===== src/rtl/mem_stage.sv =====
`default_nettype none
// ============================================================================
//  Module   : mem_stage
//  Brief    : Memory-access pipeline stage. Waits for data SRAM responses of
//             loads, aligns/merges load data (LW/LH/LB/LWL/LWR), forwards
//             results, exceptions and CP0 fields to write-back, and discards
//             responses belonging to loads killed by a flush.
//  Revision : 1.0 - initial release
// ============================================================================
module mem_stage #(
    parameter int ES_TO_MS_BUS_WD = 125,
    parameter int MS_TO_WS_BUS_WD = 85
) (
    input  logic                       clk,
    input  logic                       reset,
    input  logic                       es_to_ms_valid,
    input  logic [ES_TO_MS_BUS_WD-1:0] es_to_ms_bus,
    output logic                       ms_allowin,
    input  logic                       ws_allowin,
    output logic                       ms_to_ws_valid,
    output logic [MS_TO_WS_BUS_WD-1:0] ms_to_ws_bus,
    input  logic [31:0]                data_sram_rdata,
    input  logic                       data_sram_data_ok,
    input  logic                       ex_from_ws,
    output logic                       ex_from_ms,
    output logic [31:0]                ms_forward,
    output logic                       ms_load_pending,
    output logic                       ms_res_from_cp0_h
);

    logic                       r_ms_valid;
    logic [ES_TO_MS_BUS_WD-1:0] r_bus;
    logic [31:0]                r_rdata_buf;
    logic                       r_buf_valid;
    logic                       r_cancel;

    // Field decode of the registered execute-to-memory bus
    logic        w_eret, w_bd, w_mtc0_we, w_ex, w_res_from_cp0;
    logic [4:0]  w_cp0_addr, w_excode, w_dest;
    logic        w_lwl, w_lwr, w_ld_w, w_ld_h, w_ld_b, w_ld_sign, w_gr_we;
    logic [31:0] w_rt_value, w_alu_result, w_pc;
    logic [1:0]  w_offset;

    assign w_eret         = r_bus[124];
    assign w_bd           = r_bus[123];
    assign w_mtc0_we      = r_bus[122];
    assign w_cp0_addr     = r_bus[121:117];
    assign w_ex           = r_bus[116];
    assign w_excode       = r_bus[115:111];
    assign w_res_from_cp0 = r_bus[110];
    assign w_lwl          = r_bus[109];
    assign w_lwr          = r_bus[108];
    assign w_rt_value     = r_bus[107:76];
    assign w_ld_w         = r_bus[75];
    assign w_ld_h         = r_bus[74];
    assign w_ld_b         = r_bus[73];
    assign w_ld_sign      = r_bus[72];
    assign w_offset       = r_bus[71:70];
    assign w_gr_we        = r_bus[69];
    assign w_dest         = r_bus[68:64];
    assign w_alu_result   = r_bus[63:32];
    assign w_pc           = r_bus[31:0];

    logic w_is_load, w_need_data, w_resp_live, w_resp_cur, w_ready_go, w_capture;

    assign w_is_load   = w_ld_w | w_ld_h | w_ld_b | w_lwl | w_lwr;
    assign w_need_data = r_ms_valid && w_is_load && !w_ex;
    // A response with cancel set belongs to a killed load and is dropped.
    assign w_resp_live = data_sram_data_ok && !r_cancel;
    assign w_resp_cur  = w_resp_live && w_need_data && !r_buf_valid;
    assign w_ready_go  = !w_need_data || r_buf_valid || w_resp_live;
    assign w_capture   = es_to_ms_valid && ms_allowin && !ex_from_ws;

    assign ms_allowin     = !r_ms_valid || (w_ready_go && ws_allowin);
    assign ms_to_ws_valid = r_ms_valid && w_ready_go;

    // Load data alignment and merge with rt for the unaligned forms
    logic [31:0] w_rd, w_load_val, w_final;
    logic [15:0] w_half;
    logic [7:0]  w_byte;

    assign w_rd   = r_buf_valid ? r_rdata_buf : data_sram_rdata;
    assign w_half = w_offset[1] ? w_rd[31:16] : w_rd[15:0];

    // Byte lane select by address offset
    always_comb begin
        w_byte = w_rd[7:0];
        case (w_offset)
            2'd0: w_byte = w_rd[7:0];
            2'd1: w_byte = w_rd[15:8];
            2'd2: w_byte = w_rd[23:16];
            2'd3: w_byte = w_rd[31:24];
            default: w_byte = w_rd[7:0];
        endcase
    end

    // Select the loaded value according to the load type
    always_comb begin
        w_load_val = w_rd;
        if (w_ld_h) begin
            w_load_val = {{16{w_ld_sign & w_half[15]}}, w_half};
        end else if (w_ld_b) begin
            w_load_val = {{24{w_ld_sign & w_byte[7]}}, w_byte};
        end else if (w_lwl) begin
            case (w_offset)
                2'd0: w_load_val = {w_rd[7:0],  w_rt_value[23:0]};
                2'd1: w_load_val = {w_rd[15:0], w_rt_value[15:0]};
                2'd2: w_load_val = {w_rd[23:0], w_rt_value[7:0]};
                default: w_load_val = w_rd;
            endcase
        end else if (w_lwr) begin
            case (w_offset)
                2'd0: w_load_val = w_rd;
                2'd1: w_load_val = {w_rt_value[31:24], w_rd[31:8]};
                2'd2: w_load_val = {w_rt_value[31:16], w_rd[31:16]};
                default: w_load_val = {w_rt_value[31:8], w_rd[31:24]};
            endcase
        end
    end

    // Excepting loads keep alu_result so write-back sees the bad address
    assign w_final = w_need_data ? w_load_val : w_alu_result;

    assign ms_to_ws_bus = {w_eret, w_bd, w_mtc0_we, w_cp0_addr, w_ex, w_excode,
                           w_res_from_cp0, w_gr_we, w_dest, w_final, w_pc};

    assign ex_from_ms        = r_ms_valid && (w_ex || w_eret);
    assign ms_forward        = w_final;
    assign ms_load_pending   = w_need_data && !w_ready_go;
    assign ms_res_from_cp0_h = r_ms_valid && w_res_from_cp0;

    // Stage valid: flush wins over capture of a new instruction
    always_ff @(posedge clk) begin
        if (reset) begin
            r_ms_valid <= 1'b0;
        end else if (ex_from_ws) begin
            r_ms_valid <= 1'b0;
        end else if (ms_allowin) begin
            r_ms_valid <= es_to_ms_valid;
        end
    end

    // Instruction payload register
    always_ff @(posedge clk) begin
        if (w_capture) begin
            r_bus <= es_to_ms_bus;
        end
    end

    // Hold load data that arrived while write-back was stalled
    always_ff @(posedge clk) begin
        if (reset || ex_from_ws || ms_allowin) begin
            r_buf_valid <= 1'b0;
        end else if (w_resp_cur && !ws_allowin) begin
            r_buf_valid <= 1'b1;
            r_rdata_buf <= data_sram_rdata;
        end
    end

    // Track one outstanding response owned by a flushed load
    always_ff @(posedge clk) begin
        if (reset) begin
            r_cancel <= 1'b0;
        end else if (ex_from_ws && w_need_data && !r_buf_valid && !w_resp_live) begin
            r_cancel <= 1'b1;
        end else if (data_sram_data_ok && r_cancel) begin
            r_cancel <= 1'b0;
        end
    end

endmodule
`default_nettype wire


===== config.mk =====
export PLATFORM = sky130hd
export DESIGN_NAME = mem_stage
export DESIGN_NICKNAME = d
export VERILOG_FILES = /design/src/rtl/mem_stage.sv
export SDC_FILE = /design/constraint.sdc
export NUM_CORES = 1
export LEC_CHECK = 0
export ABC_AREA = 1
export CAP_MARGIN = 10
export CORE_MARGIN = 8
export CORE_UTILIZATION = 45
export CTS_BUF_LIST = sky130_fd_sc_hd__clkbuf_16
export CTS_CLUSTER_SIZE = 30
export DETAILED_ROUTE_END_ITERATION = 10
export PLACE_DENSITY = 0.79
export SLEW_MARGIN = 20
export SYNTH_ARGS = -nofsm -noshare
export SYNTH_HDL_FRONTEND = slang
export SYNTH_SLANG_ARGS = --single-unit

===== constraint.sdc =====
create_clock -name clk -period 34 [get_ports clk]
set_input_delay 6.8 -clock clk [delete_from_list [all_inputs] [get_ports clk]]
set_output_delay 6.8 -clock clk [all_outputs]
set_load 0.005 [all_outputs]

==> out/metrics.csv, run 1 <==
stage,metric,value,unit
timing,setup TNS,0,ns
synth,Synth Area per Inst,9.08,µm²
timing,Rel. slew slack,0.242,
timing,post-layout min period,16.06,ns
clock_network,H-tree depth,4,
power,Leakage,0.00442,µW
detailed_routing,Post-DRT Antenna Nets,0,
floorplanning,Starting Density,0.457,
timing,final hold vios,0,
placement,Placed Instances,1328,
clock_network,CTS tree,yes,
finish,"commonest non-fill, non-tap cell in the layout",nand2_1,
min_path,Hold WC Path Type,register to register,
synth,Post-synth EDFFs,157,
worst_setup_path,WP buf/inv,2,
worst_setup_path,r2r setup slk,29.64,ns
global_route,largest net degree at the start of global routing,81,
synth,yosys warns,0,
floorplanning,Die ar.,23500,µm²
min_path,critical hold path startpoint,r_cancel,
detailed_routing,Avg WL per Cell,21.6,µm
timing,Final setup viols,0,
worst_setup_path,CP cell instances,clkdlybuf4s50_1 -> nand2_1 -> nand2_1 -> nand2_1 -> nand2_1 -> nor2_2 -> nor2_4 -> nand2_2 -> nand3_1 -> nand3_1 -> nand2_1 -> clkdlybuf4s50_1,
worst_setup_path,Setup crit end kind,output port,
min_path,Hold Path End,r_cancel,
floorplanning,Core ar.,18600,µm²
global_route,first-pass GRT wire length,43600,µm
synth,asr flop ratio synth,0,
synth,Synth area leader,edfxtp_1,
clock_network,Root Buffer Master,clkbuf_16,
power,VDD IR max,0.0576,mV
timing,Worst Skew,0.0172,ns
synth,Post-Syn Area,8490,µm²
global_route,initial antenna violation count,0,
finish,area delta synth->final,34.0,%
detailed_routing,post-route DRC violation count,0,
finish,multi-input combinational cell area,2680,µm²
floorplanning,Row Count,50,
placement,Port Buf Inserts,284,
detailed_routing,DR pass1 iterations,5,
worst_setup_path,worst-case reg-to-reg path depth,9,
timing,Final Slew Violations,0,
detailed_routing,DRT Wirelength,29400,µm
detailed_routing,vias post-DR,7308,
worst_setup_path,crit path kind,input pin to output port,
clock_network,"Setup Fix Bufs, Post-CTS",0,
clock_network,later-pin clock latency in the skew report,0.44,ns
synth,Synth Instances,935,
global_route,vias in the first global route,7321,
floorplanning,Die X-Extent,153,µm
worst_setup_path,"critical path fanouts, max",24,
floorplanning,Ports,285,
clock_network,"CTS clk-pin slew, worst paths",0.07,ns
clock_network,"Hold-fix buffers, CTS",0,
power,power per cell area,43.1,nW/µm²
clock_network,CTS resizes,0,
finish,filler-free cell count of the finished design,1360,
timing,final worst path period share,0.472,
clock_network,Max clock buf depth,2,
detailed_routing,Vias/cell,5.37,
finish,Nets,1276,
clock_network,# clock sinks,160,
worst_setup_path,CP Launch Type,input pin,
synth,synth top area cells,"edfxtp_1 56%, nand2_1 14%, buf_4 8.0%",
global_route,GRT overflow,0,
placement,routability cong.,0.951,
finish,"leading cell types in the layout, fill and taps excluded","324 x nand2_1, 284 x clkdlybuf4s50_1, 157 x edfxtp_1",
finish,flip-flop and latch area,4770,µm²
worst_setup_path,"Top cell by count, worst path",nand2_1,
synth,"Seq/Total Area, Yosys",0.563,
clock_network,number of CTS-inserted buffers,17,
timing,RSZ-0062 raised after global routing,no,
global_route,GRT Overall Usage,0.244,
synth,net count after synthesis,1098,
floorplanning,Vert. Die Dim,153,µm
timing,Max Clock Freq,62.3,MHz
worst_setup_path,worst path arrival time,9.26,ns
worst_setup_path,Worst R2R Start,r_bus[73],
finish,n_diodes,0,
worst_setup_path,CP peak stage delay,0.56,ns
worst_setup_path,RR Endpoint,r_bus[107],
synth,Yosys reg bits,160,
synth,top_reg_cell synth,edfxtp_1,
timing,slew of the pin with the lowest slew margin,1.13,ns
worst_setup_path,slowest cell on the critical path,clkdlybuf4s50_1,
finish,share of layout cells above drive strength 1,0.0515,
outcome,status,"complete, no violations",
worst_setup_path,Worst Path Required,27.20,ns
timing,Hold WS,0.514,ns
finish,Fillers,1554,
placement,hpwl dp,21500,µm
detailed_routing,drt initial violations,676,
synth,Yosys top cell area share,0.556,
run,MaxCap Viol Count,0,
worst_setup_path,"Largest delay share family, worst path",simple AND/OR/NAND/NOR gates,
synth,synth unique cells,29,
min_path,hold depth,2,
-- report_power, final --
part | switching, µW | internal (µW) | total (µW)
Combinational | 35.1 | 37.8 | 73.0
Sequential | 3.05 | 225 | 228
Clock | 90.6 | 98.4 | 189
Total | 129 | 361 | 490
-- flip-flops by register name, summed over array words and instances, names as in the netlist --
register	count
r_rdata_buf	32
r_cancel	1
r_ms_valid	1
r_buf_valid	1
r_bus	125
-- worst register-to-register path, stage by stage (launching register included) --
cell,delay [ns]
edfxtp_1,0.58
inv_2,0.53
nand3_1,0.18
nand2_2,0.31
inv_2,0.38
nand3b_1,0.27
a21oi_1,0.14
nor3_2,0.13
buf_4,0.54
buf_4,0.89
-- worst max path at each step --
stage,from,to,slack (ns),cells past startpoint
2_1_floorplan,data_sram_data_ok,r_bus[0],17.63,5
3_3_place_gp,data_sram_rdata[7],ms_to_ws_bus[45],18.03,12
3_5_place_dp,data_sram_rdata[15],ms_to_ws_bus[45],17.98,12
4_1_cts,data_sram_rdata[15],ms_to_ws_bus[45],17.97,12
5_1_grt,data_sram_rdata[7],ms_to_ws_bus[60],17.79,12
6_report,data_sram_rdata[7],ms_to_ws_bus[45],17.94,12
-- cells by family after synthesis --
family / synth area share
AOI/OAI and AO/OA: 0.0857
buffers and inverters: 0.123
DFF: 0.563
and+or+nand+nor: 0.229
-- metrics by stage --
| stage | cell area [µm²] | utilization | setup WS, ns | power (µW) |
|---|---|---|---|---|
| final | 11400 | 0.612 | 17.94 | 490 |
| after global routing | 11400 | 0.612 | 17.79 | 504 |
| after CTS | 11400 | 0.612 | 17.97 | 493 |
| after detailed placement | 10800 | 0.581 | 17.98 | 305 |
| after global placement | 10800 | 0.581 | 18.03 | 304 |
| after floorplan | 8490 | - | 17.63 | 267 |
-- synth_stat cells (4+ instances only) --
master	number
a22oi_1	6
buf_2	16
nand3_1	69
clkbuf_1	15
buf_1	6
edfxtp_1	157
nor2_1	56
inv_1	30
nand2_1	324
o21ai_1	4
buf_6	5
a21oi_1	59
inv_2	5
nand3b_1	4
a21boi_0	5
nand2_2	5
o21ai_0	39
o211ai_1	13
nand4_1	8
buf_4	91
-- area by class of cell --
type	instances	share of cell area
Sequential cell	160	0.420
Clock buffer	17	0.0374
Clock inverter	15	0.0136
Timing Repair Buffer	292	0.255
Tap cell	234	0.0257
Multi-Input combinational cell	605	0.236
Inverter	37	0.0124
-- per-layer routing --
metal	routed length (µm)	GRT usage
met1	10600	0.261
met5	0	0
met2	14700	0.426
met3	2950	0.0860
met4	1190	0.116
(Power assumes the default switching activity.)
==> run 2: changes to the inputs <==
- clock period: 34 -> 15.15 ns (I/O delays scaled with it)
==> out/metrics.csv, run 2 (synthesis results as in run 1) <==
stage,metric,value,unit,change
power,Logic pwr share,0.149,,about the same
floorplanning,Core ar.,18600,µm²,unchanged
detailed_routing,DRT Wirelength,29600,µm,was 29400 µm
clock_network,Root Buffer Master,clkbuf_16,,unchanged
timing,Worst Skew,0.0166,ns,was 0.0172 ns
timing,final worst slack,6.66,ns,was 17.94 ns
power,Int Power,811,µW,was 361 µW
floorplanning,Ports,285,,unchanged
clock_network,"Setup Fix Bufs, Post-CTS",0,,unchanged
placement,DP Worst Slack,6.68,ns,was 17.98 ns
finish,area delta synth->final,34.1,%,was 34.0%
clock_network,Max clock buf depth,2,,unchanged
power,clock share of power,0.387,,was 0.386
timing,Final setup viols,0,,unchanged
global_route,largest net degree at the start of global routing,81,,unchanged
global_route,GRT Overall Usage,0.245,,was 0.244
floorplanning,Starting Density,0.457,,unchanged
power,VDD IR max,0.0886,mV,was 0.0576 mV
clock_network,# clock sinks,160,,unchanged
timing,post-layout min period,8.49,ns,
timing,Final Slew Violations,0,,unchanged
clock_network,"Hold-fix buffers, CTS",0,,unchanged
clock_network,"CTS clk-pin slew, worst paths",0.07,ns,about the same
detailed_routing,DR pass1 iterations,7,,was 5
placement,Placed Area,10800,µm²,unchanged
worst_setup_path,CP peak stage delay,0.56,ns,about the same
floorplanning,Die ar.,23500,µm²,unchanged
detailed_routing,Vias/cell,5.38,,was 5.37
timing,slew of the pin with the lowest slew margin,1.05,ns,was 1.13 ns
detailed_routing,Avg WL per Cell,21.7,µm,was 21.6 µm
worst_setup_path,CP Launch Type,input pin,,unchanged
run,MaxCap Viol Count,0,,unchanged
power,PnR Total Power,1100,µW,was 490 µW
timing,Rel. slew slack,0.296,,was 0.242
clock_network,later-pin clock latency in the skew report,0.44,ns,about the same
detailed_routing,vias post-DR,7323,,was 7308
detailed_routing,post-route DRC violation count,0,,unchanged
detailed_routing,Post-DRT Antenna Nets,0,,unchanged
finish,"Most flops, register",r_bus,,unchanged
timing,final worst path period share,0.560,,
min_path,Hold WC Path Type,register to register,,unchanged
timing,setup TNS,0,ns,unchanged
worst_setup_path,"Top cell by count, worst path",nand2_1,,unchanged
global_route,vias in the first global route,7202,,was 7321
power,Switching Fraction,0.264,,was 0.263
timing,RSZ-0062 raised after global routing,no,,unchanged
worst_setup_path,worst path arrival time,5.46,ns,was 9.26 ns
worst_setup_path,"critical path fanouts, max",24,,unchanged
finish,"commonest non-fill, non-tap cell in the layout",nand2_1,,unchanged
placement,Port Buf Inserts,284,,unchanged
clock_network,CTS tree,yes,,unchanged
floorplanning,Row Count,50,,unchanged
worst_setup_path,crit path kind,input pin to output port,,unchanged
worst_setup_path,Setup crit end kind,output port,,unchanged
timing,Max Clock Freq,118,MHz,
global_route,first-pass GRT wire length,43700,µm,was 43600 µm
placement,hpwl dp,21700,µm,was 21500 µm
finish,"leading cell types in the layout, fill and taps excluded","324 x nand2_1, 284 x clkdlybuf4s50_1, 157 x edfxtp_1",,unchanged
finish,share of layout cells above drive strength 1,0.0515,,unchanged
worst_setup_path,slowest cell on the critical path,clkdlybuf4s50_1,,unchanged
detailed_routing,drt initial violations,683,,was 676
finish,Nets,1276,,unchanged
power,Leakage,0.00443,µW,was 0.00442 µW
global_route,initial antenna violation count,1,,was 0
power,power per cell area,96.8,nW/µm²,was 43.1 nW/µm²
clock_network,number of CTS-inserted buffers,17,,unchanged
finish,post-route cell area,11400,µm²,about the same
worst_setup_path,CP cell instances,clkdlybuf4s50_1 -> nand2_1 -> nand2_1 -> nand2_1 -> nand2_1 -> nor2_2 -> nor2_4 -> nand2_2 -> nand3_1 -> nand3_1 -> nand2_1 -> clkdlybuf4s50_1,,unchanged
power,Switch Pwr,291,µW,was 129 µW
floorplanning,Vert. Die Dim,153,µm,unchanged
clock_network,CTS resizes,0,,unchanged
clock_network,H-tree depth,4,,unchanged
floorplanning,Die X-Extent,153,µm,unchanged
finish,max reg flops,125,,unchanged
placement,routability cong.,0.954,,was 0.951
timing,final hold vios,0,,unchanged
global_route,GRT overflow,0,,unchanged
outcome,status,"complete, no violations",,unchanged
finish,Largest regs,"r_bus: 125 flops, r_rdata_buf: 32 flops",,unchanged
power,register share of total power,0.464,,was 0.465
worst_setup_path,Worst Path Required,12.12,ns,was 27.20 ns
==> run 2: changes by cell type in the layout (fill, tap and decap cells not counted), sizes merged <==
cell      before  now
clkinv         5    6
clkinvlp       1    0
diode          0    1
==> run 2: per-stage QoR <==
stage                     utilization  instances  hold WS [ns]
after floorplan                     -        935         0.478
after global placement          0.581       1328         0.492
after detailed placement        0.581       1328         0.499
after CTS                       0.613       1360         0.518
after global routing            0.613       1361         0.550
final                           0.613       1361         0.513
==> run 2: critical path, delay by kind of cell <==
kind                   cells  cell delay (ns)
buffers and inverters      2             1.05
AND/OR/NAND/NOR           10             1.37
==> run 2: routing by layer <==
layer | part of all wire | vias up | GRT usage
met5 | 0 | - | 0
met4 | 0.042 | 0 | 0.114
met3 | 0.11 | 67 | 0.0981
met2 | 0.50 | 418 | 0.428
met1 | 0.35 | 3419 | 0.255
li1 | - | 3419 | -
==> run 2: final cells by class <==
cell class	count	area [µm²]
fill	1572	7200
sequential	160	4770
timing repair buffer	292	2900
multi-input combinational	605	2680
clock buffer	17	425
tap	234	293
clock inverter	15	164
inverter	37	141
antenna	1	2.50
==> run 2: power groups by stage <==
stage               combinational, µW  sequential, µW  clock (µW)
floorplan                        77.7             522           0
global placement                  161             520           0
detailed placement                163             521           0
CTS                               164             511         433
global route                      177             512         448
finish                            164             511         427
==> run 2: final timing paths <==
kind              slack [ns]  cells past startpoint               end                start
hold reg to reg         0.51                      2          r_cancel             r_cancel
hold / removal          0.51                      2          r_cancel             r_cancel
setup / recovery        6.66                     12  ms_to_ws_bus[44]  data_sram_rdata[23]
setup reg to reg       10.77                      9         r_bus[77]            r_bus[73]
==> run 3: changes to the inputs <==
- clock period: 15.15 -> 7.9 ns (I/O delays scaled with it)
==> out/metrics.csv, run 3 (synthesis results as in run 1) <==
stage,metric,value,unit,change
timing,slew of the pin with the lowest slew margin,1.06,ns,was 1.05 ns
floorplanning,Die ar.,23500,µm²,unchanged
timing,setup TNS,0,ns,unchanged
detailed_routing,DRT Wirelength,29500,µm,was 29600 µm
power,Switch Pwr,554,µW,was 291 µW
timing,Max Clock Freq,178,MHz,
worst_setup_path,crit path kind,input pin to output port,,unchanged
clock_network,CTS resizes,0,,unchanged
global_route,GRT Overall Usage,0.246,,was 0.245
placement,Port Buf Inserts,284,,unchanged
power,clock share of power,0.396,,was 0.387
floorplanning,Core ar.,18600,µm²,unchanged
timing,final hold vios,0,,unchanged
power,power per cell area,188,nW/µm²,was 96.8 nW/µm²
min_path,Hold WC Path Type,register to register,,unchanged
timing,final worst path period share,0.710,,
detailed_routing,Avg WL per Cell,21.7,µm,about the same
power,register share of total power,0.458,,was 0.464
detailed_routing,vias post-DR,7306,,was 7323
timing,Final Slew Violations,0,,unchanged
detailed_routing,DR pass1 iterations,5,,was 7
global_route,largest net degree at the start of global routing,83,,was 81
finish,"commonest non-fill, non-tap cell in the layout",nand2_1,,unchanged
worst_setup_path,CP Launch Type,input pin,,unchanged
floorplanning,Starting Density,0.457,,unchanged
worst_setup_path,Worst Path Required,6.32,ns,was 12.12 ns
floorplanning,Row Count,50,,unchanged
clock_network,"CTS clk-pin slew, worst paths",0.07,ns,about the same
detailed_routing,Post-DRT Antenna Nets,0,,unchanged
power,VDD IR max,0.159,mV,was 0.0886 mV
worst_setup_path,Setup crit end kind,output port,,unchanged
placement,routability cong.,0.926,,was 0.954
clock_network,# clock sinks,160,,unchanged
outcome,status,"complete, no violations",,unchanged
floorplanning,Vert. Die Dim,153,µm,unchanged
detailed_routing,Vias/cell,5.37,,was 5.38
timing,Final setup viols,0,,unchanged
detailed_routing,drt initial violations,647,,was 683
timing,Rel. slew slack,0.290,,was 0.296
finish,Nets,1275,,was 1276
clock_network,"Hold-fix buffers, CTS",0,,unchanged
floorplanning,Ports,285,,unchanged
finish,max reg flops,125,,unchanged
worst_setup_path,worst path arrival time,4.03,ns,was 5.46 ns
finish,Fillers,1546,,was 1572
global_route,initial antenna violation count,1,,unchanged
clock_network,"Setup Fix Bufs, Post-CTS",0,,unchanged
clock_network,number of CTS-inserted buffers,17,,unchanged
clock_network,H-tree depth,4,,unchanged
finish,Largest regs,"r_bus: 125 flops, r_rdata_buf: 32 flops",,unchanged
clock_network,Max clock buf depth,2,,unchanged
detailed_routing,post-route DRC violation count,0,,unchanged
run,MaxCap Viol Count,0,,unchanged
clock_network,Root Buffer Master,clkbuf_16,,unchanged
clock_network,CTS tree,yes,,unchanged
finish,"Most flops, register",r_bus,,unchanged
floorplanning,Die X-Extent,153,µm,unchanged
power,Leakage,0.00444,µW,was 0.00443 µW
finish,share of layout cells above drive strength 1,0.0516,,was 0.0515
placement,Placed Area,10800,µm²,about the same
clock_network,later-pin clock latency in the skew report,0.44,ns,about the same
worst_setup_path,worst-case reg-to-reg path depth,9,,unchanged
power,Switching Fraction,0.258,,was 0.264
global_route,GRT overflow,0,,unchanged
finish,area delta synth->final,34.7,%,was 34.1%
timing,Worst Skew,0.0169,ns,was 0.0166 ns
global_route,vias in the first global route,7251,,was 7202
finish,post-route cell area,11400,µm²,about the same
worst_setup_path,"critical path fanouts, max",24,,unchanged
min_path,hold depth,2,,unchanged
timing,RSZ-0062 raised after global routing,no,,unchanged
placement,hpwl dp,21300,µm,was 21700 µm
timing,post-layout min period,5.61,ns,
power,Int Power,1590,µW,was 811 µW
finish,"leading cell types in the layout, fill and taps excluded","324 x nand2_1, 284 x clkdlybuf4s50_1, 157 x edfxtp_1",,unchanged
power,Logic pwr share,0.146,,was 0.149
global_route,first-pass GRT wire length,44000,µm,was 43700 µm
-- run 3: metal layers --
metal,GRT usage,up-vias,wire length [µm]
li1,-,3432,-
met1,0.268,3422,10500
met2,0.423,398,14800
met3,0.0899,54,3130
met4,0.113,0,1130
met5,0,-,0
-- run 3: critical path, stage by stage --
cell	delay (ns)
clkdlybuf4s50_1	0.48
nand2_1	0.06
nand2_1	0.21
nand2_1	0.08
nand2_1	0.07
nor2_2	0.06
nor2_4	0.09
nand2_2	0.31
nand3_1	0.20
nand2_1	0.19
nand2_1	0.14
clkdlybuf4s50_1	0.57
-- run 3: cell type report --
cell class                      count  area [µm²]  area share
Antenna cell                        2        5.00    0.000438
Clock buffer                       17         425      0.0372
Clock inverter                     15         208      0.0182
Inverter                           37         141      0.0124
Multi-Input combinational cell    605        2690       0.235
Sequential cell                   160        4770       0.418
Tap cell                          234         293      0.0256
Timing Repair Buffer              291        2900       0.253
-- run 3: final timing paths --
| kind | end | slack (ns) | from |
|---|---|---|---|
| setup / recovery | ms_forward[9] | 2.29 | data_sram_rdata[7] |
| hold / removal | r_cancel | 0.52 | r_cancel |
| setup reg to reg | r_bus[60] | 3.48 | r_bus[73] |
| hold reg to reg | r_cancel | 0.52 | r_cancel |
-- run 3: power by group through the flow --
stage	Combinational [µW]	Sequential (µW)	Clock [µW]
3_5_place_dp	312	999	0
4_1_cts	313	980	871
6_report	314	981	849
2_1_floorplan	149	997	0
3_3_place_gp	309	998	0
5_1_grt	339	983	893
-- run 3: metrics by stage --
| stage | hold WS, ns | instances | utilization | total power, µW | worst slack [ns] |
|---|---|---|---|---|---|
| after CTS | 0.521 | 1359 | 0.615 | 2160 | 2.32 |
| after detailed placement | 0.502 | 1327 | 0.581 | 1310 | 2.33 |
| after floorplan | 0.478 | 935 | - | 1150 | 0.592 |
| after global routing | 0.554 | 1360 | 0.615 | 2210 | 2.12 |
| after global placement | 0.492 | 1327 | 0.581 | 1310 | 2.35 |
| final | 0.517 | 1361 | 0.615 | 2140 | 2.29 |
